### src/rtl/fifo_disp_pkg.sv
// Shared constants and helpers for the FIFO display monitor.
//   SEG_*        7-segment patterns, bit order {g,f,e,d,c,b,a}, active-high
//   bcd_state_e  states of the sequential binary-to-BCD converter
//   bcd_digits   decimal digits needed to show 2**width-1
//   pow10        10**n, used for the display-size elaboration check
//   seg_of       BCD digit to segment pattern
package fifo_disp_pkg;

  localparam logic [6:0] SEG_0     = 7'b0111111;
  localparam logic [6:0] SEG_1     = 7'b0000110;
  localparam logic [6:0] SEG_2     = 7'b1011011;
  localparam logic [6:0] SEG_3     = 7'b1001111;
  localparam logic [6:0] SEG_4     = 7'b1100110;
  localparam logic [6:0] SEG_5     = 7'b1101101;
  localparam logic [6:0] SEG_6     = 7'b1111101;
  localparam logic [6:0] SEG_7     = 7'b0000111;
  localparam logic [6:0] SEG_8     = 7'b1111111;
  localparam logic [6:0] SEG_9     = 7'b1101111;
  localparam logic [6:0] SEG_BLANK = 7'b0000000;
  localparam logic [6:0] SEG_DASH  = 7'b1000000;

  typedef enum logic [1:0] {
    BCD_IDLE  = 2'd0,
    BCD_SHIFT = 2'd1,
    BCD_DONE  = 2'd2
  } bcd_state_e;

  // floor(width*log10(2)) + 1, with log10(2) approximated as 0.301
  function automatic int bcd_digits(input int width);
    return (width * 32'sd301) / 32'sd1000 + 32'sd1;
  endfunction

  function automatic longint unsigned pow10(input int n);
    longint unsigned p;
    p = 64'd1;
    for (int i = 0; i < n; i++) begin
      p = p * 64'd10;
    end
    return p;
  endfunction

  function automatic logic [6:0] seg_of(input logic [3:0] d);
    logic [6:0] s;
    case (d)
      4'd0:    s = SEG_0;
      4'd1:    s = SEG_1;
      4'd2:    s = SEG_2;
      4'd3:    s = SEG_3;
      4'd4:    s = SEG_4;
      4'd5:    s = SEG_5;
      4'd6:    s = SEG_6;
      4'd7:    s = SEG_7;
      4'd8:    s = SEG_8;
      4'd9:    s = SEG_9;
      default: s = SEG_BLANK;
    endcase
    return s;
  endfunction

endpackage

### src/rtl/btn_debounce.sv
// Button conditioner: 2-FF synchroniser, stability counter, rising-edge pulse.
//   clk, reset  system clock, synchronous active-high reset
//   btn         raw asynchronous, bouncy button
//   pulse       one-cycle pulse when a press (0->1) is accepted
module btn_debounce #(
  parameter int DEBOUNCE_CYC = 500000
) (
  input  logic clk,
  input  logic reset,
  input  logic btn,
  output logic pulse
);
  import fifo_disp_pkg::*;

  localparam int CW = $clog2(DEBOUNCE_CYC + 1);

  logic          sync1_r;
  logic          sync2_r;
  logic          level_r;
  logic          pulse_r;
  logic [CW-1:0] cnt_r;

  // Two-stage synchroniser for the asynchronous button input
  always_ff @(posedge clk) begin
    if (reset) begin
      sync1_r <= 1'b0;
      sync2_r <= 1'b0;
    end else begin
      sync1_r <= btn;
      sync2_r <= sync1_r;
    end
  end

  // Counts consecutive samples differing from the accepted level; any
  // sample matching the accepted level restarts the count
  always_ff @(posedge clk) begin
    if (reset) begin
      level_r <= 1'b0;
      cnt_r   <= {CW{1'b0}};
      pulse_r <= 1'b0;
    end else begin
      pulse_r <= 1'b0;
      if (sync2_r == level_r) begin
        cnt_r <= {CW{1'b0}};
      end else if (cnt_r == CW'(DEBOUNCE_CYC - 1)) begin
        level_r <= sync2_r;
        cnt_r   <= {CW{1'b0}};
        pulse_r <= sync2_r;
      end else begin
        cnt_r <= cnt_r + CW'(1'b1);
      end
    end
  end

  assign pulse = pulse_r;

endmodule

### src/rtl/fifo_display_monitor.sv
// FIFO demo top: debounced write/read buttons drive a first-word-fall-through
// FIFO; the head value or occupancy is converted to BCD and scanned onto a
// multiplexed 7-segment display. Sticky overflow/underflow flags.
//   clk, reset   system clock, synchronous active-high reset
//   wr_btn       raw write button        rd_btn    raw read button
//   clr_err      clears error flags      disp_mode 0 = head data, 1 = count
//   data_in      write data              data_in_out combinational echo
//   seg_out      {g,f,e,d,c,b,a} active-high
//   dig_en_n     active-low digit enables, at most one low
//   full, empty  FIFO status             overflow, underflow sticky errors
module fifo_display_monitor
  import fifo_disp_pkg::*;
#(
  parameter int DATA_W       = 8,
  parameter int DEPTH        = 16,
  parameter int NUM_DIGITS   = 4,
  parameter int REFRESH_DIV  = 200000,
  parameter int DEBOUNCE_CYC = 500000
) (
  input  logic                  clk,
  input  logic                  reset,
  input  logic                  wr_btn,
  input  logic                  rd_btn,
  input  logic                  clr_err,
  input  logic                  disp_mode,
  input  logic [DATA_W-1:0]     data_in,
  output logic [DATA_W-1:0]     data_in_out,
  output logic [6:0]            seg_out,
  output logic [NUM_DIGITS-1:0] dig_en_n,
  output logic                  full,
  output logic                  empty,
  output logic                  overflow,
  output logic                  underflow
);

  localparam int CNT_W = $clog2(DEPTH + 1);
  localparam int PTR_W = $clog2(DEPTH);
  localparam int SRC_W = (DATA_W > CNT_W) ? DATA_W : CNT_W;
  localparam int NBCD  = bcd_digits(SRC_W);
  localparam int BCD_W = 4 * NBCD;
  localparam int BC_W  = $clog2(SRC_W + 1);
  localparam int RF_W  = (REFRESH_DIV > 1) ? $clog2(REFRESH_DIV) : 1;
  localparam int IDX_W = (NUM_DIGITS > 1) ? $clog2(NUM_DIGITS) : 1;
  localparam longint unsigned MAX_DATA = (64'd1 << DATA_W) - 64'd1;
  localparam longint unsigned MAX_SHOW =
    (MAX_DATA > longint'(DEPTH)) ? MAX_DATA : longint'(DEPTH);

  if (pow10(NUM_DIGITS) <= MAX_SHOW) begin : g_bad_digits
    $error("NUM_DIGITS too small for the largest displayable value");
  end
  if ((DEPTH < 2) || ((DEPTH & (DEPTH - 1)) != 0)) begin : g_bad_depth
    $error("DEPTH must be a power of two and at least 2");
  end

  // ---------------- buttons ----------------
  logic wr_pulse_s;
  logic rd_pulse_s;

  btn_debounce #(.DEBOUNCE_CYC(DEBOUNCE_CYC)) u_wr_db (
    .clk(clk), .reset(reset), .btn(wr_btn), .pulse(wr_pulse_s)
  );
  btn_debounce #(.DEBOUNCE_CYC(DEBOUNCE_CYC)) u_rd_db (
    .clk(clk), .reset(reset), .btn(rd_btn), .pulse(rd_pulse_s)
  );

  assign data_in_out = data_in;

  // ---------------- FIFO ----------------
  logic [DATA_W-1:0] mem_r [DEPTH];
  logic [PTR_W-1:0]  wr_ptr_r;
  logic [PTR_W-1:0]  rd_ptr_r;
  logic [CNT_W-1:0]  count_r;
  logic [CNT_W-1:0]  count_nxt_s;
  logic              full_r;
  logic              empty_r;
  logic              overflow_r;
  logic              underflow_r;
  logic              do_wr_s;
  logic              do_rd_s;
  logic              ovf_set_s;
  logic              udf_set_s;
  logic [DATA_W-1:0] head_s;

  // Accepted operations; a write on a full FIFO proceeds only when a pop
  // frees the slot in the same cycle
  always_comb begin
    do_rd_s     = rd_pulse_s & ~empty_r;
    do_wr_s     = wr_pulse_s & (~full_r | do_rd_s);
    ovf_set_s   = wr_pulse_s & full_r & ~rd_pulse_s;
    udf_set_s   = rd_pulse_s & empty_r;
    count_nxt_s = count_r + CNT_W'(do_wr_s) - CNT_W'(do_rd_s);
    if (empty_r) begin
      head_s = {DATA_W{1'b0}};
    end else begin
      head_s = mem_r[rd_ptr_r];
    end
  end

  // Storage array, no reset needed: contents are only visible when !empty
  always_ff @(posedge clk) begin
    if (do_wr_s) begin
      mem_r[wr_ptr_r] <= data_in;
    end
  end

  // Pointers, occupancy and registered status flags
  always_ff @(posedge clk) begin
    if (reset) begin
      wr_ptr_r <= {PTR_W{1'b0}};
      rd_ptr_r <= {PTR_W{1'b0}};
      count_r  <= {CNT_W{1'b0}};
      full_r   <= 1'b0;
      empty_r  <= 1'b1;
    end else begin
      if (do_wr_s) begin
        wr_ptr_r <= wr_ptr_r + PTR_W'(1'b1);
      end
      if (do_rd_s) begin
        rd_ptr_r <= rd_ptr_r + PTR_W'(1'b1);
      end
      count_r <= count_nxt_s;
      full_r  <= (count_nxt_s == CNT_W'(DEPTH));
      empty_r <= (count_nxt_s == {CNT_W{1'b0}});
    end
  end

  // Sticky error flags; a new error wins over a simultaneous clear
  always_ff @(posedge clk) begin
    if (reset) begin
      overflow_r  <= 1'b0;
      underflow_r <= 1'b0;
    end else begin
      if (ovf_set_s) begin
        overflow_r <= 1'b1;
      end else if (clr_err) begin
        overflow_r <= 1'b0;
      end
      if (udf_set_s) begin
        underflow_r <= 1'b1;
      end else if (clr_err) begin
        underflow_r <= 1'b0;
      end
    end
  end

  assign full      = full_r;
  assign empty     = empty_r;
  assign overflow  = overflow_r;
  assign underflow = underflow_r;

  // ---------------- binary to BCD ----------------
  logic [SRC_W-1:0] src_s;
  logic [SRC_W-1:0] latched_r;
  logic [SRC_W-1:0] last_src_r;
  logic [SRC_W-1:0] shreg_r;
  logic [BCD_W-1:0] bcd_acc_r;
  logic [BCD_W-1:0] acc_adj_s;
  logic [BCD_W-1:0] bcd_disp_r;
  logic [BC_W-1:0]  bit_cnt_r;
  bcd_state_e       bcd_state_r;
  bcd_state_e       bcd_next_s;

  assign src_s = disp_mode ? SRC_W'(count_r) : SRC_W'(head_s);

  // Add-3 correction on every BCD nibble that is 5 or more before each shift
  always_comb begin
    acc_adj_s = bcd_acc_r;
    for (int i = 0; i < NBCD; i++) begin
      if (bcd_acc_r[4*i +: 4] >= 4'd5) begin
        acc_adj_s[4*i +: 4] = bcd_acc_r[4*i +: 4] + 4'd3;
      end else begin
        acc_adj_s[4*i +: 4] = bcd_acc_r[4*i +: 4];
      end
    end
  end

  // Converter next-state logic
  always_comb begin
    bcd_next_s = bcd_state_r;
    case (bcd_state_r)
      BCD_IDLE: begin
        if (src_s != last_src_r) begin
          bcd_next_s = BCD_SHIFT;
        end else begin
          bcd_next_s = BCD_IDLE;
        end
      end
      BCD_SHIFT: begin
        if (bit_cnt_r == BC_W'(SRC_W - 1)) begin
          bcd_next_s = BCD_DONE;
        end else begin
          bcd_next_s = BCD_SHIFT;
        end
      end
      BCD_DONE: bcd_next_s = BCD_IDLE;
      default:  bcd_next_s = BCD_IDLE;
    endcase
  end

  // Converter state register
  always_ff @(posedge clk) begin
    if (reset) begin
      bcd_state_r <= BCD_IDLE;
    end else begin
      bcd_state_r <= bcd_next_s;
    end
  end

  // Converter datapath: latch in IDLE, shift SRC_W bits, publish in DONE
  always_ff @(posedge clk) begin
    if (reset) begin
      latched_r  <= {SRC_W{1'b0}};
      last_src_r <= {SRC_W{1'b0}};
      shreg_r    <= {SRC_W{1'b0}};
      bcd_acc_r  <= {BCD_W{1'b0}};
      bcd_disp_r <= {BCD_W{1'b0}};
      bit_cnt_r  <= {BC_W{1'b0}};
    end else begin
      case (bcd_state_r)
        BCD_IDLE: begin
          if (src_s != last_src_r) begin
            latched_r <= src_s;
            shreg_r   <= src_s;
            bcd_acc_r <= {BCD_W{1'b0}};
            bit_cnt_r <= {BC_W{1'b0}};
          end
        end
        BCD_SHIFT: begin
          bcd_acc_r <= {acc_adj_s[BCD_W-2:0], shreg_r[SRC_W-1]};
          shreg_r   <= shreg_r << 1;
          bit_cnt_r <= bit_cnt_r + BC_W'(1'b1);
        end
        BCD_DONE: begin
          bcd_disp_r <= bcd_acc_r;
          last_src_r <= latched_r;
        end
        default: begin
          bit_cnt_r <= {BC_W{1'b0}};
        end
      endcase
    end
  end

  // ---------------- display scan ----------------
  logic [RF_W-1:0]       refresh_cnt_r;
  logic [IDX_W-1:0]      idx_r;
  logic [BCD_W-1:0]      shifted_s;
  logic [3:0]            digit_s;
  logic [6:0]            seg_next_s;
  logic [NUM_DIGITS-1:0] dig_next_s;
  logic [6:0]            seg_out_r;
  logic [NUM_DIGITS-1:0] dig_en_n_r;

  // Digit pattern for the current slot; a digit is blanked when it and
  // every digit above it are zero, except the units digit
  always_comb begin
    shifted_s = bcd_disp_r >> {idx_r, 2'b00};
    digit_s   = shifted_s[3:0];
    if (!disp_mode && empty_r) begin
      seg_next_s = SEG_DASH;
    end else if ((idx_r == {IDX_W{1'b0}}) || (shifted_s != {BCD_W{1'b0}})) begin
      seg_next_s = seg_of(digit_s);
    end else begin
      seg_next_s = SEG_BLANK;
    end
    dig_next_s = ~(NUM_DIGITS'(1'b1) << idx_r);
  end

  // Refresh timer, digit index and registered display outputs
  always_ff @(posedge clk) begin
    if (reset) begin
      refresh_cnt_r <= {RF_W{1'b0}};
      idx_r         <= {IDX_W{1'b0}};
      seg_out_r     <= SEG_BLANK;
      dig_en_n_r    <= {NUM_DIGITS{1'b1}};
    end else begin
      if (refresh_cnt_r == RF_W'(REFRESH_DIV - 1)) begin
        refresh_cnt_r <= {RF_W{1'b0}};
        if (idx_r == IDX_W'(NUM_DIGITS - 1)) begin
          idx_r <= {IDX_W{1'b0}};
        end else begin
          idx_r <= idx_r + IDX_W'(1'b1);
        end
      end else begin
        refresh_cnt_r <= refresh_cnt_r + RF_W'(1'b1);
      end
      seg_out_r  <= seg_next_s;
      dig_en_n_r <= dig_next_s;
    end
  end

  assign seg_out  = seg_out_r;
  assign dig_en_n = dig_en_n_r;

endmodule

### config.mk
export PLATFORM = sky130hd
export DESIGN_NAME = fifo_display_monitor
export DESIGN_NICKNAME = d
export VERILOG_FILES = /design/src/rtl/fifo_disp_pkg.sv /design/src/rtl/btn_debounce.sv /design/src/rtl/fifo_display_monitor.sv
export SDC_FILE = /design/constraint.sdc
export NUM_CORES = 1
export LEC_CHECK = 0
export ABC_CLOCK_PERIOD_IN_PS = 2700
export CAP_MARGIN = 10
export CORE_ASPECT_RATIO = 0.8
export CORE_UTILIZATION = 55
export DETAILED_ROUTE_END_ITERATION = 16
export PLACE_DENSITY = 0.85
export SYNTH_ARGS = -nofsm -noshare
export SYNTH_HDL_FRONTEND = slang
export SYNTH_SLANG_ARGS = --single-unit
### constraint.sdc
create_clock -name clk -period 2.7 [get_ports clk]
set_input_delay 0.54 -clock clk [delete_from_list [all_inputs] [get_ports clk]]
set_output_delay 0.54 -clock clk [all_outputs]
set_load 0.05 [all_outputs]
Word level (Yosys, flattened, before mapping). Memory sizes are Yosys's and may differ from the RTL's. A register that Yosys moved wholly into a read port is not among the register bits. Cells that the tools add are included.

Add/subtract/negate cells: 12. Order comparisons: 3. Equal/unequal tests: 12. Shifts and indexed selects: 2. Mux-type cells: 24. Bitwise logic cells: 16. Reduce and logical (&&, ||, !) cells: 21.

Operator list (number): $add A19 B1 Y19 const B (2); $eq A19 B19 Y1 const B (2); $mux W8 (3); $pmux W12 S2 (1); $mux W4 (5); $add A18 B1 Y18 const B (1); $eq A18 B18 Y1 const B (1); $pmux W8 S2 (1); $reduce_or A3 Y1 (5); $mux W7 (2); $add A4 B1 Y4 const B (3); $ge A4 B3 Y1 const B (3); $mux W12 (1); $pmux W4 S3 (1); $reduce_bool A12 Y1 (1); $shr A12 B4 Y12 (1); $reduce_and A2 Y1 (5); $not A1 Y1 (9); $add A4 B2 Y4 const B (2); $ne A8 B8 Y1 (1); $mux W1 (6); $reduce_bool A2 Y1 (3); $add A5 B1 Y5 (1); $and A1 B1 Y1 (5); other kinds (21) (25).

Register bits after elaboration: 148. Bits in writable memories: 128. Bits in read-only memories: 112. Bits of input ports: 14. Memories kept: 2.

Memories: mem_r (depth 16, width 8, rd ports 1, clocked after Yosys merged registers in 1, write ports 1, line fifo_display_monitor.sv:69) `logic [DATA_W-1:0] mem_r [DEPTH];`; (name not given) (depth 16, width 7, rd ports 1, clocked after Yosys merged registers in 0, write ports 0, line fifo_disp_pkg.sv:44) `case (d)`.

Logic depth before layout (Yosys ltp). Gate-level depths: netlist (run 1).

Depth after elaboration: 7. Mapped depth: 15. Depth with buffers taken out: 12.

By module. A second synthesis (run 1) with hierarchy kept.

Cells, all modules: 1059. Area, all modules: 12231.7 sq um.

By module, submodules not included: fifo_display_monitor (instances 1, cells an instance 829, area an instance 10172.3 sq um); btn_debounce (instances 2, cells an instance 115, area an instance 1029.7 sq um).

Worst setup path before layout (run 1). No wires, ideal clock.

Path kind: reg2reg. From: register empty_r (netlist: empty). To: register full_r (netlist: full). Arrival: 3060 ps. Required time: 2585 ps. Slack: -475 ps. Cell stages (with the launch flop): 16. Clock period less this slack: 3175 ps. Path through: dfxtp_1 > clkbuf_1 > nor2b_1 > clkbuf_1 > o21a_1 > clkbuf_1 > inv_1 > ha_1 > inv_1 > ha_1 > fa_1 > a21o_1 > a21oi_1 > xnor2_1 > nor2_1 > and2_1.

Word-level cells in the longest chain between the ends: 7.

Ends and longest elaborated chain: start, declared (line fifo_display_monitor.sv:75) `logic empty_r;`; start signal, assigned (line fifo_display_monitor.sv:123) `empty_r <= (count_nxt_s == {CNT_W{1'b0}});`; $not A1 Y1 (*) (line fifo_display_monitor.sv:87) `do_rd_s = rd_pulse_s & ~empty_r;`; $and A1 B1 Y1 (*) (line fifo_display_monitor.sv:87); named net do_rd_s (line fifo_display_monitor.sv:79) `logic do_rd_s;`; $or A1 B1 Y1 (line fifo_display_monitor.sv:88) `do_wr_s = wr_pulse_s & (~full_r | do_rd_s);`; $and A1 B1 Y1 (line fifo_display_monitor.sv:88); $add A5 B1 Y5 (line fifo_display_monitor.sv:91) `count_nxt_s = count_r + CNT_W'(do_wr_s) - CNT_W'(do_rd_s);`; $sub A5 B1 Y5 (*) (line fifo_display_monitor.sv:91); $eq A5 B5 Y1 (*) (line fifo_display_monitor.sv:122) `full_r <= (count_nxt_s == CNT_W'(DEPTH));`; end signal, assigned (line fifo_display_monitor.sv:122); end, declared (line fifo_display_monitor.sv:74) `logic full_r;`.

The timed path passes the listed nets; every way through them passes the cells marked *. A chain may end at the register's enable or synchronous reset.

==> results.ini, run 1 <==
[placed_design]
portBuffers = 36
dp_slack_ns = -0.5279
gp_congestion = 0.8662
dp_cells = 1430
dp_hpwl_um = 17610
dpl_cell_area_um2 = 13310

[cts]
cts_max_level = 1
clkSinkCount = 280
clkSlewWorstSetupHoldPaths_ns = 0.07
cts_hold_buf = 0
numCtsBuffers = 27
cts.path.max_buffers = 3
insertion_delay_ns = 0.55
cts_tree = built
root_buffer = clkbuf_16

[synthesis]
synth_cells = 1079
synth_nets = 1123
synth_top_flop_cell = dfxtp_1
avgSynthCellArea_um2 = 11.16
ys_seq_area_frac = 0.5718
synthTopCellsByArea = edfxtp_1 32%, dfxtp_1 25%, mux2i_1 4.2%
synth_cell_types = 63
ys_ff_latch = 280
synth_area_um2 = 12040
yosysTopAreaCellShare = 0.3192
synth_top_area_cell = edfxtp_1
synthArstFlopShare = 0
ys_warn_count = 0
synth_edf_count = 128

[job]
cap_viol_max_count = 0

[die]
std_cell_rows = 48
fp.dieW_um = 167.4
dieArea_um2 = 22500
start_util = 0.5601
core_area_um2 = 21500
io_pins = 37
die_h_um = 134.4

[power]
p_clk_frac = 0.459
p_seq_frac = 0.516
p_switching_mw = 1.784
pwr_density_cell_nw_per_um2 = 582.0
total_power_mw = 8.618
swShare = 0.2070
leakagePower_nw = 5.247
p_comb_frac = 0.025
intPower_mw = 6.834
vdd_ir_drop_max_v = 0.0006709

[global_route]
grt_pass1_vias = 8454
use_met2 = 0.4231
gr-total-overflow = 0
antenna_found_initial = 0
use_met3 = 0.03570
met1_usage = 0.3151
grt_pass1_wl_um = 43340
grt_max_degree = 25
grtUsageTotal = 0.2412
grt-busiest-layer = met2

[layout]
utilization = 0.6888
nets = 1250
antennaDiodeCount = 0
drive_above_1_share = 0.2054
nFillCells = 1452
final_cells = 1502
syn_to_final_growth_pct = 22.97
fin_area_um2 = 14810

[setup_path]
cp-end-kind = flip-flop
critPathMaxFanout = 7
start_kind = flip-flop
cp.arrival_ns = 3.42
crit_type = reg2reg
required_ns = 3.18

[route]
first_iter_violations = 936
drc = 0
routedWlPerCell_um = 18.37
num_vias = 8807
ant_nets = 0
via_per_inst = 5.864
detail_route.wirelength_um = 27590
firstDrtPassIters = 7

[timing]
setup_viol = 33
finalWorstSetupSlack_ns = -0.2390
max_freq_mhz = 340.3
rsz0062_at_grt = yes
fin_crit_sh = 1.089
tightest_slew_ns = 0.8310
clock_skew_ns = 0.01513
relSlewSlack = 0.4460
period_minus_slack_ns = 2.939
drv_slew = 0
final-hold-violation-count = 0

[worst_hold_path]
hold_path_class = in2reg

[run_status]
violations = negative setup slack
status = complete, but fails checks

per-layer routing:
layer,part of all wire,vias to the layer above
met1,0.41,4301
met2,0.50,336
met4,0.023,0
met3,0.068,60
li1,-,4110
met5,0,-
through the flow:
stage | hold WS, ns | TNS (ns)
finish | 0.3254 | -5.152
global route | 0.3247 | -8.863
CTS | 0.3020 | -3.165
detailed placement | 0.4434 | -15.25
global placement | 0.4243 | -12.58
floorplan | 0.4138 | -0.8334
flip-flops by register name, indices dropped and copies added, names as in the netlist, 2 cells and up, named ones only:
register / cells
count_r: 5
bit_cnt_r: 4
last_src_r: 8
refresh_cnt_r: 18
bcd_acc_r: 12
seg_out: 7
shreg_r: 8
latched_r: 8
bcd_state_r: 2
idx_r: 2
u_wr_db.cnt_r: 19
rd_ptr_r: 4
bcd_disp_r: 12
dig_en_n: 4
wr_ptr_r: 4
mem_r: 128
u_rd_db.cnt_r: 19
cells in the mapped netlist (14+ instances only):
| library cell | number |
|---|---|
| a211oi_1 | 16 |
| a21oi_1 | 62 |
| and3_1 | 20 |
| clkbuf_1 | 27 |
| dfxtp_1 | 152 |
| edfxtp_1 | 128 |
| ha_1 | 29 |
| inv_1 | 46 |
| mux2i_1 | 51 |
| mux4_2 | 18 |
| nand2_1 | 102 |
| nand3_1 | 28 |
| nand4_1 | 14 |
| nor2_1 | 113 |
| nor2b_1 | 22 |
| nor3_1 | 17 |
| o21ai_0 | 37 |
| or3_1 | 15 |
| xnor2_1 | 25 |
| xor2_1 | 36 |
worst paths after layout:
kind                                     from             to  slack [ns]  cells after the start
worst max-delay path                flip-flop   bcd_acc_r[1]       -0.24                     13
worst min-delay path                    reset     seg_out[6]        0.33                      2
worst max register to register      flip-flop   bcd_acc_r[1]       -0.24                     13
worst min register to register  bcd_disp_r[0]  bcd_disp_r[0]        0.46                      2
power by group through the flow:
stage	clock network [mW]	registers [mW]	logic, mW
detailed placement	0	4.54	0.208
floorplan	0	4.56	0.0803
global placement	0	4.54	0.204
CTS	4.00	4.45	0.211
finish	3.96	4.45	0.213
global route	4.17	4.44	0.225
cell usage in the layout, fill, tap and decap left out, drive strengths merged, types with 27 or more instances in the layout:
cell type      Yosys  layout
mux2i             51      51
a21oi             62      62
ha                29      29
buf               24     121
inv               47      53
o21ai             38      38
xor2              36      36
clkbuf            27      36
edfxtp           128     128
nand2            102     102
clkdlybuf4s50      0      27
nor2             113     113
dfxtp            152     152
nand3             28      28
final cells by class:
cell class                 instances  area [um2]  area share
multi-input combinational        701        4994      0.3372
clock buffer                      35       809.5     0.05466
sequential                       280        6895      0.4656
timing repair buffer             149        1445     0.09758
tap                              275       344.1     0.02323
clock inverter                    15       145.1    0.009801
inverter                          47       176.4     0.01191
critical path, cell delays in order (launching register included):
cell and delay [ns]:
dfxtp_4 0.39, buf_12 0.15, buf_4 0.15, buf_4 0.16
mux2i_1 0.12, a22o_2 0.29, o211ai_1 0.20, o41a_1 0.18
nand4_1 0.13, or3_4 0.45, o31ai_4 0.19, buf_6 0.17
buf_12 0.11, a32o_1 0.17
what timing repair did:
item                                    CTS  global route
buffers inserted                         14             7
gates resized for setup                  48            33
endpoints found under the setup margin   33            34
pin swaps                                17            22
hold endpoints to repair                  0             0
cloned                                    1             1
kinds of logic after synthesis:
logic type,count (synthesis),synth area share
AO/OA/AOI/OAI,168,0.08852
XOR/XNOR,61,0.04436
adder cells (fa/ha/maj),30,0.03179
buffers and inverters,98,0.03813
flip-flops,280,0.5718
multiplexers,70,0.07699
AND/OR/NAND/NOR,372,0.1484
(Power assumes the default switching activity.)
==> run 2: changes to the inputs <==
- SKIP_CTS_REPAIR_TIMING: unset -> 1
==> results.ini, run 2 (synthesis results as in run 1) <==
[run_status]
status = complete, but fails checks
violations = negative setup slack

[setup_path]
required_ns = 3.19  ; about the same
crit_type = reg2reg
r2r_slack_ns = -0.25  ; about the same
endpoint = bcd_acc_r[1]
start_kind = flip-flop
timing.rr.end = bcd_acc_r[1]
reg2reg_depth = 11  ; -2
critPathMaxFanout = 17  ; +10
cp-end-kind = flip-flop
cp.arrival_ns = 3.44  ; +0.02 ns

[layout]
nets = 1238  ; -0.96%
antennaDiodeCount = 0  ; unchanged
utilization = 0.6791  ; -0.009718
final_cell_mix = 150 x dfxtp_1, 128 x edfxtp_1, 112 x nor2_1, 102 x nand2_1, 88 x buf_4
syn_to_final_growth_pct = 21.24
mostFrequentLayoutCell = dfxtp_1
reg_top3 = mem_r (128), u_rd_db.cnt_r (19), u_wr_db.cnt_r (19)
drive_above_1_share = 0.1811  ; -0.02431
regMostFlops = mem_r
largest_reg_flops = 128  ; unchanged

[power]
total_power_mw = 8.619  ; about the same
intPower_mw = 6.834  ; about the same
vdd_ir_drop_max_v = 0.0006600  ; -1.6%
p_switching_mw = 1.784  ; about the same
pwr_density_cell_nw_per_um2 = 590.3  ; +1.4%
p_comb_frac = 0.024  ; about the same
p_clk_frac = 0.460  ; about the same
swShare = 0.2070  ; about the same
p_seq_frac = 0.516  ; about the same
leakagePower_nw = 5.143  ; -2.0%

[global_route]
grt-busiest-layer = met2
use_met2 = 0.4012  ; -0.02199
antenna_found_initial = 0  ; unchanged
gr-total-overflow = 0  ; unchanged
met1_usage = 0.3005  ; -0.01462
grt_max_degree = 25  ; unchanged
grt_pass1_wl_um = 41500  ; -4.3%
grtUsageTotal = 0.2310  ; -0.01024
grt_pass1_vias = 8226  ; -2.7%
use_met3 = 0.03777  ; +0.002066

[die]
start_util = 0.5601  ; unchanged
die_h_um = 134.4  ; unchanged
dieArea_um2 = 22500  ; unchanged
fp.dieW_um = 167.4  ; unchanged
core_area_um2 = 21500  ; unchanged
io_pins = 37  ; unchanged
std_cell_rows = 48  ; unchanged

[worst_hold_path]
hp-start = reset
hold_path_class = in2reg

[placed_design]
dp_slack_ns = -0.5279  ; unchanged
portBuffers = 36  ; unchanged
dp_hpwl_um = 17610  ; unchanged
gp_congestion = 0.8662  ; unchanged

[cts]
root_buffer = clkbuf_16
clkSinkCount = 280  ; unchanged
insertion_delay_ns = 0.55  ; about the same
numCtsBuffers = 27  ; unchanged
cts.path.max_buffers = 3  ; unchanged
cts_tree = built
cts_max_level = 1  ; unchanged
clkSlewWorstSetupHoldPaths_ns = 0.07  ; about the same

[route]
routedWlPerCell_um = 17.89  ; -2.6%
ant_nets = 0  ; unchanged
firstDrtPassIters = 5  ; -2
drc = 0  ; unchanged
first_iter_violations = 841  ; -10%
via_per_inst = 5.819  ; -0.75%
num_vias = 8671  ; -1.5%
detail_route.wirelength_um = 26660  ; -3.4%

[timing]
clock_skew_ns = 0.01274  ; -0.002396 ns
fin_crit_sh = 1.092  ; +0.003748
final-hold-violation-count = 0  ; unchanged
finalWorstSetupSlack_ns = -0.2491  ; -0.01012 ns
rsz0062_at_grt = yes
tightest_slew_ns = 0.8120  ; -0.01901 ns
setup_viol = 29  ; -12%
drv_slew = 0  ; unchanged
period_minus_slack_ns = 2.949  ; +0.01012 ns
relSlewSlack = 0.4518  ; +0.005803
max_freq_mhz = 339.1  ; -0.34%

[job]
cap_viol_max_count = 0  ; unchanged

==> run 2: stage by stage <==
stage / std cells / instance area, um2 / hold slack, ns / TNS, ns
2_1_floorplan: 1079 / 12080 / 0.4138 / -0.8334
3_3_place_gp: 1430 / 13310 / 0.4243 / -12.58
3_5_place_dp: 1430 / 13310 / 0.4434 / -15.25
4_1_cts: 1480 / 14260 / 0.3020 / -15.07
5_1_grt: 1490 / 14600 / 0.3218 / -7.771
6_report: 1490 / 14600 / 0.3181 / -4.496
==> run 2: layout make-up <==
class / instances / area (um2)
clock buffer: 35 / 809.5
clock inverter: 15 / 145.1
fill: 1495 / 6900
inverter: 47 / 176.4
multi-input combinational: 701 / 4936
sequential: 280 / 6894
tap: 275 / 344.1
timing repair buffer: 137 / 1295
==> run 2: critical path: stages, from the launching register on <==
cell and delay [ns]:
dfxtp_4 0.42, buf_4 0.15, buf_12 0.13, mux4_2 0.51, mux2i_2 0.22, nor3_1 0.09
nor4_2 0.15, nand4_1 0.15, or3_4 0.39, o31ai_4 0.29, buf_12 0.18, a32o_1 0.18
==> run 2: power by group through the flow <==
stage / Combinational [mW] / Sequential [mW] / Clock [mW]
floorplan: 0.0803 / 4.56 / 0
global placement: 0.204 / 4.54 / 0
detailed placement: 0.208 / 4.54 / 0
CTS: 0.210 / 4.45 / 4.00
global route: 0.223 / 4.44 / 4.17
finish: 0.211 / 4.44 / 3.96
==> run 2: worst min-delay path by stage <==
stage,cells past startpoint,endpoint,slack [ns]
floorplan,1,u_rd_db.sync2_r,0.41
global placement,1,u_rd_db.sync2_r,0.42
detailed placement,2,shreg_r[6],0.44
CTS,2,seg_out[6],0.30
global route,2,seg_out[6],0.32
finish,2,bcd_disp_r[11],0.32
==> run 2: per-layer routing <==
metal,share of wire,vias to the layer above
li1,-,4077
met1,0.41,4219
met2,0.50,309
met3,0.064,66
met4,0.024,0
met5,0,-
==> run 3: changes to the inputs <==
- ABC_CLOCK_PERIOD_IN_PS: 2700 -> 3600
- CORE_UTILIZATION: 55 -> 65
- PLACE_DENSITY: 0.85 -> 0.94
- clock period: 2.7 -> 3.6 ns (I/O delays scaled with it)
==> results.ini, run 3 (synthesis results as in run 1) <==
[run_status]
status = finished, final reports clean

[route]
routedWlPerCell_um = 18.91  ; +5.7%
detail_route.wirelength_um = 25960  ; -2.6%
firstDrtPassIters = 5  ; unchanged
num_vias = 8509  ; -1.9%
first_iter_violations = 779  ; -7.4%
drc = 0  ; unchanged
ant_nets = 0  ; unchanged
via_per_inst = 6.197  ; +6.5%

[power]
pwr_density_cell_nw_per_um2 = 463.7  ; -21%
vdd_ir_drop_max_v = 0.0004529  ; -31%
total_power_mw = 6.276  ; -27%
leakagePower_nw = 4.608  ; -10%

[cts]
cts_tree = built
numCtsBuffers = 27  ; unchanged
clkSlewWorstSetupHoldPaths_ns = 0.07  ; about the same
insertion_delay_ns = 0.54  ; about the same
cts.path.max_buffers = 3  ; unchanged
cts_max_level = 1  ; unchanged
root_buffer = clkbuf_16
clkSinkCount = 280  ; unchanged

[timing]
final-hold-violation-count = 0  ; unchanged
clock_skew_ns = 0.01873  ; +0.005993 ns
max_freq_mhz = 312.1  ; -8.0%
fin_crit_sh = 0.8901  ; -0.2022
drv_slew = 0  ; unchanged
rsz0062_at_grt = no
setup_viol = 0  ; -100%
tightest_slew_ns = 0.9632  ; +0.1513 ns
period_minus_slack_ns = 3.204  ; +0.2552 ns
relSlewSlack = 0.3555  ; -0.09636
fin_setup_tns_ns = 0  ; +4.496 ns

[placed_design]
gp_congestion = 0.9012  ; +4.0%
portBuffers = 36  ; unchanged
dp_hpwl_um = 16560  ; -6.0%

[die]
std_cell_rows = 44  ; -8.3%
dieArea_um2 = 19080  ; -15%
core_area_um2 = 18170  ; -16%
fp.dieW_um = 154.2  ; -7.9%
die_h_um = 123.7  ; -7.9%
start_util = 0.6629  ; +0.1028
io_pins = 37  ; unchanged

[layout]
mostFrequentLayoutCell = dfxtp_1
final_cell_mix = 151 x dfxtp_1, 128 x edfxtp_1, 113 x nor2_1, 102 x nand2_1, 62 x a21oi_1
syn_to_final_growth_pct = 12.37
antennaDiodeCount = 0  ; unchanged
reg_top3 = mem_r (128), u_rd_db.cnt_r (19), u_wr_db.cnt_r (19)
drive_above_1_share = 0.09186  ; -0.08921
regMostFlops = mem_r
nets = 1167  ; -5.7%
largest_reg_flops = 128  ; unchanged

[worst_hold_path]
hold_path_class = reg2reg

[setup_path]
cp.arrival_ns = 3.67  ; +0.23 ns
start_kind = flip-flop
cp-end-kind = flip-flop
r2r_slack_ns = 0.40  ; +0.64 ns
crit_type = reg2reg
required_ns = 4.07  ; +0.88 ns
critPathMaxFanout = 26  ; +9

[global_route]
grt_pass1_vias = 8168  ; -0.71%
grt_pass1_wl_um = 41120  ; -0.90%
grt_max_degree = 33  ; +32%
antenna_found_initial = 0  ; unchanged
gr-total-overflow = 0  ; unchanged
grtUsageTotal = 0.2740  ; +0.04301

[job]
cap_viol_max_count = 0  ; unchanged

run 3: cell types whose count changed in the layout (fill, tap and decap cells not counted), moves of 4 or more:
| cell | before | now |
|---|---|---|
| a211oi_1 | 9 | 16 |
| a211oi_2 | 7 | 0 |
| a21oi_1 | 54 | 62 |
| a21oi_4 | 5 | 0 |
| buf_12 | 14 | 1 |
| buf_4 | 88 | 29 |
| buf_6 | 7 | 0 |
| clkdlybuf4s50_1 | 27 | 35 |
| o21ai_0 | 33 | 37 |
run 3: final timing paths:
path / depth (start not counted) / endpoint / startpoint
min reg2reg: 1 / u_rd_db.sync2_r / u_rd_db.sync1_r
max reg2reg: 9 / bcd_acc_r[5] / flip-flop
min: 1 / u_rd_db.sync2_r / u_rd_db.sync1_r
max: 9 / bcd_acc_r[5] / flip-flop
run 3: through the flow:
stage / area (um2) / worst slack (ns) / util / hold slack, ns / cells
global route: 13530 / 0.2244 / 0.7449 / 0.4600 / 1373
floorplan: 12040 / 0.4254 / - / 0.4138 / 1079
detailed placement: 12640 / 0.1628 / 0.6959 / 0.4380 / 1324
finish: 13530 / 0.3957 / 0.7449 / 0.4378 / 1373
CTS: 13530 / 0.1614 / 0.7448 / 0.4489 / 1373
global placement: 12640 / 0.2634 / 0.6959 / 0.4208 / 1324
run 3: final cells by class:
class | instances | area (um2)
sequential | 280 | 6890
multi-input combinational | 701 | 4697
fill | 1083 | 4634
clock buffer | 37 | 805.8
timing repair buffer | 66 | 593.1
tap | 230 | 287.8
inverter | 47 | 176.4
clock inverter | 12 | 82.58
run 3: metal layers:
layer,GRT usage,share of wire,vias to the layer above
met5,0,0,-
met4,0.08125,0.023,0
met3,0.04141,0.077,68
met2,0.4776,0.49,396
met1,0.3592,0.41,4116
li1,-,-,3929
run 3: worst max-delay path: stages, from the launching register on:
cell      delay [ns]
dfxtp_4         0.63
mux4_2          0.56
mux2i_1         0.38
nor2b_1         0.10
a211oi_1        0.24
a31oi_1         0.10
or3_1           0.47
o31ai_4         0.18
buf_4           0.25
a32o_1          0.19
run 3: power by group:
group | switching (mW) | leakage (nW) | internal [mW]
Clock | 1.22 | 0.442 | 1.58
Combinational | 0.0999 | 1.79 | 0.0465
Sequential | 0.00551 | 2.38 | 3.33
==> RTL edit: new RTL, flow settings as in run 2 <==
Make the reset (`reset`) asynchronous in 7 clocked blocks. Comments in the files are not updated.
--- a/src/rtl/btn_debounce.sv
+++ b/src/rtl/btn_debounce.sv
@@ -23,3 +23,3 @@
   // Two-stage synchroniser for the asynchronous button input
-  always_ff @(posedge clk) begin
+  always_ff @(posedge clk or posedge reset) begin
     if (reset) begin
@@ -35,3 +35,3 @@
   // sample matching the accepted level restarts the count
-  always_ff @(posedge clk) begin
+  always_ff @(posedge clk or posedge reset) begin
     if (reset) begin
--- a/src/rtl/fifo_display_monitor.sv
+++ b/src/rtl/fifo_display_monitor.sv
@@ -106,3 +106,3 @@
   // Pointers, occupancy and registered status flags
-  always_ff @(posedge clk) begin
+  always_ff @(posedge clk or posedge reset) begin
     if (reset) begin
@@ -127,3 +127,3 @@
   // Sticky error flags; a new error wins over a simultaneous clear
-  always_ff @(posedge clk) begin
+  always_ff @(posedge clk or posedge reset) begin
     if (reset) begin
@@ -200,3 +200,3 @@
   // Converter state register
-  always_ff @(posedge clk) begin
+  always_ff @(posedge clk or posedge reset) begin
     if (reset) begin
@@ -209,3 +209,3 @@
   // Converter datapath: latch in IDLE, shift SRC_W bits, publish in DONE
-  always_ff @(posedge clk) begin
+  always_ff @(posedge clk or posedge reset) begin
     if (reset) begin
@@ -269,3 +269,3 @@
   // Refresh timer, digit index and registered display outputs
-  always_ff @(posedge clk) begin
+  always_ff @(posedge clk or posedge reset) begin
     if (reset) begin
Check against the original RTL: differs if reset is asserted again (counterexample within 4 cycles, from zero or initial values and one cycle with reset high); with reset held inactive, the same outputs for 10 cycles.
==> RTL edit against run 2 <==
  * The flow still finishes with violations (setup timing)
  * Cell area up 1.3%
  * Setup slack got worse by 0.10 ns
  * Final cell count down 4.9%
  * Wire length increased by 4.8%
  * Synthesized area up 3.8%
  * Sequential cell count shrank 4
  * Via count down 3.9%
  * First-iteration DRC count grew 9.0%
  * Maximum frequency decreased by 3.4%
  * Critical path type unchanged
  * Largest cell class unchanged
Power is not compared: it rests on default switching activity, and its combinational part moved more than twofold at a synthesized area within 25%.
==> RTL edit: results (changes against run 2) <==
worst_setup_path:
  ff2ff_path_depth: 10  # was 11
  worst_r2r_startpoint: "rd_ptr_r[0]"
  r2r-end: "bcd_acc_r[5]"  # was bcd_acc_r[1]
  crit_arrival_ns: 3.48  # was 3.44 ns
  critPathMaxFanout: 7  # was 17
  ff2ff_setup_slack_ns: -0.35  # was -0.25 ns
cts:
  numCtsBuffers: 27  # unchanged
  clk_path_buf_depth: 3  # unchanged
  insertion_delay_ns: 0.53  # was 0.55 ns
  path_clk_slew_ns: 0.06
  clock-root-buffer: "clkbuf_16"  # unchanged
  htree_num_levels: 1  # unchanged
power_and_ir_drop:
  ir_worst_vdd_mv: 0.472
  netSwitchingPower_w: 0.00300
  leakage_nw: 5.89
detailed_routing:
  via_per_inst: 5.88  # was 5.82
  routedWlPerCell_um: 19.7  # was 17.9 µm
  num_vias: 8337  # was 8671
  initialDrtViolationCount: 917  # was 841
  dr.pass1.iters: 6  # was 5
grt:
  grt_overflow: 0  # unchanged
  grt_max_degree: 56  # was 25
  grt_pass1_wl_um: 42800  # was 41500 µm
  antenna_found_initial: 0  # unchanged
  grt.total_usage_pct: 23.9  # was 23.1%
  first_global_vias: 8077  # was 8226
min_path:
  min_to: "u_wr_db.sync2_r"  # was bcd_disp_r[11]
  worstHoldPathType: "reg -> reg"  # was in -> reg
  min_delay_path_depth: 0  # was 2
  hp-start: "u_wr_db.sync1_r"  # was reset
synth:
  yosysUniqueCellTypes: 74  # was 63
  seq_area_frac_synth_pct: 60.4  # was 57.2%
  async_reset_ff_share_pct: 53.6  # was 0%
  synth_edf_count: 128  # unchanged
  syn_inst: 977  # was 1079
  yosys_warnings: 0  # unchanged
  synth_top_flop_cell: "dfrtp_1"  # was dfxtp_1
  synth_commonest_cells: "dfrtp_1 (143), edfxtp_1 (128), nor2_1 (83), nand2_1 (75), mux2i_1 (41)"  # was dfxtp_1 (152), edfxtp_1 (128), nor2_1 (113), nand2_1 (102), a21oi_1 (62)
  synth_top_cells_by_area: "edfxtp_1 (31%), dfrtp_1 (29%), mux2i_1 (3.3%)"  # was edfxtp_1 (32%), dfxtp_1 (25%), mux2i_1 (4.2%)
  syn_nets: 1022  # was 1123
finish:
  n_fill_cell: 1472  # was 1495
  num_antenna_cells: 0  # unchanged
  largestRegisters: "mem_r x128, u_rd_db.cnt_r x19, u_wr_db.cnt_r x19"  # unchanged
  drive_above_1_share_pct: 18.4  # was 18.1%
  finalNetCount: 1142  # was 1238
sta:
  timing.setup.tns_ns: -10.0  # was -4.50 ns
  tightest_slew_ns: 0.683  # was 0.812 ns
  layout_setup_ws_ns: -0.351  # was -0.249 ns
  finClkSkew_ns: 0.0160  # was 0.0127 ns
  setup_viol: 33  # was 29
place:
  portBuffers: 36  # unchanged
  dp.cells: 1357  # was 1430
  place.gp.congestion: 0.884  # was 0.866
  post-place-ws_ns: -0.626  # was -0.528 ns
  dpl.hpwl_um: 18300  # was 17600 µm
outcome:
  violations: "setup timing"  # unchanged
  status: "finished, violations left"  # unchanged
[RTL edit: power by group through the flow]
| stage | logic (W) | clock network (W) | registers (W) |
|---|---|---|---|
| 5_1_grt | 0.00227 | 0.00400 | 0.00507 |
| 2_1_floorplan | 0.00129 | 0 | 0.00514 |
| 4_1_cts | 0.00197 | 0.00384 | 0.00502 |
| 3_5_place_dp | 0.00195 | 0 | 0.00509 |
| 3_3_place_gp | 0.00187 | 0 | 0.00508 |
| 6_report | 0.00208 | 0.00381 | 0.00503 |
[RTL edit: area by class of cell]
class | count | area (µm²) | area share [%]
Clock buffer | 30 | 687 | 4.64
Clock inverter | 19 | 205 | 1.39
Inverter | 40 | 156 | 1.06
Multi-Input combinational cell | 625 | 4610 | 31.2
Sequential cell | 276 | 7550 | 51.1
Tap cell | 300 | 375 | 2.54
Timing Repair Buffer | 127 | 1200 | 8.13
[RTL edit: kinds of logic (layout without fill, tap and decap cells)]
group	after synthesis	count (layout)	synth area share (%)
xor+xnor	68	68	4.76
fa+ha+maj	31	31	3.16
buf+inv	76	216	3.26
compound gates	140	140	7.80
flops	276	276	60.4
simple gates	307	307	12.6
mux	79	79	8.03
[RTL edit: how the worst max path moves through the flow]
stage	slack, ns	cells past startpoint	endpoint	startpoint
6_report	-0.35	10	bcd_acc_r[5]	rd_ptr_r[0]
5_1_grt	-0.40	10	bcd_acc_r[5]	rd_ptr_r[0]
4_1_cts	-0.38	11	bcd_acc_r[4]	rd_ptr_r[0]
3_5_place_dp	-0.63	11	bcd_acc_r[4]	disp_mode
3_3_place_gp	-0.52	10	bcd_acc_r[9]	disp_mode
2_1_floorplan	-0.07	12	shreg_r[1]	rd_ptr_r[0]
[RTL edit: routing by layer]
layer  global-route usage [%]  vias up  routed length (µm)
met5                        0        -                   0
met4                     5.06        0                 568
met3                     4.31       59                2470
met2                     37.1      399               12800
met1                     35.4     4106               12100
li1                         -     3773                   -
[RTL edit: per-stage QoR]
| stage | area [µm²] | utilization [%] | hold slack [ns] |
|---|---|---|---|
| after CTS | 14600 | 66.8 | 0.350 |
| after floorplan | 12500 | - | 0.331 |
| after global placement | 13800 | 62.7 | 0.333 |
| after global routing | 14800 | 67.5 | 0.364 |
| final | 14800 | 67.5 | 0.347 |
| after detailed placement | 13800 | 62.7 | 0.336 |
[RTL edit: critical path, stage by stage (launching register included)]
cell and delay [ns]:
dfrtp_2 0.54, buf_6 0.19, mux4_1 0.62, nor2b_2 0.19, nor3_1 0.06, a211o_1 0.30
nor4_4 0.30, nand4_4 0.17, o21a_4 0.28, buf_4 0.16, o22ai_1 0.14
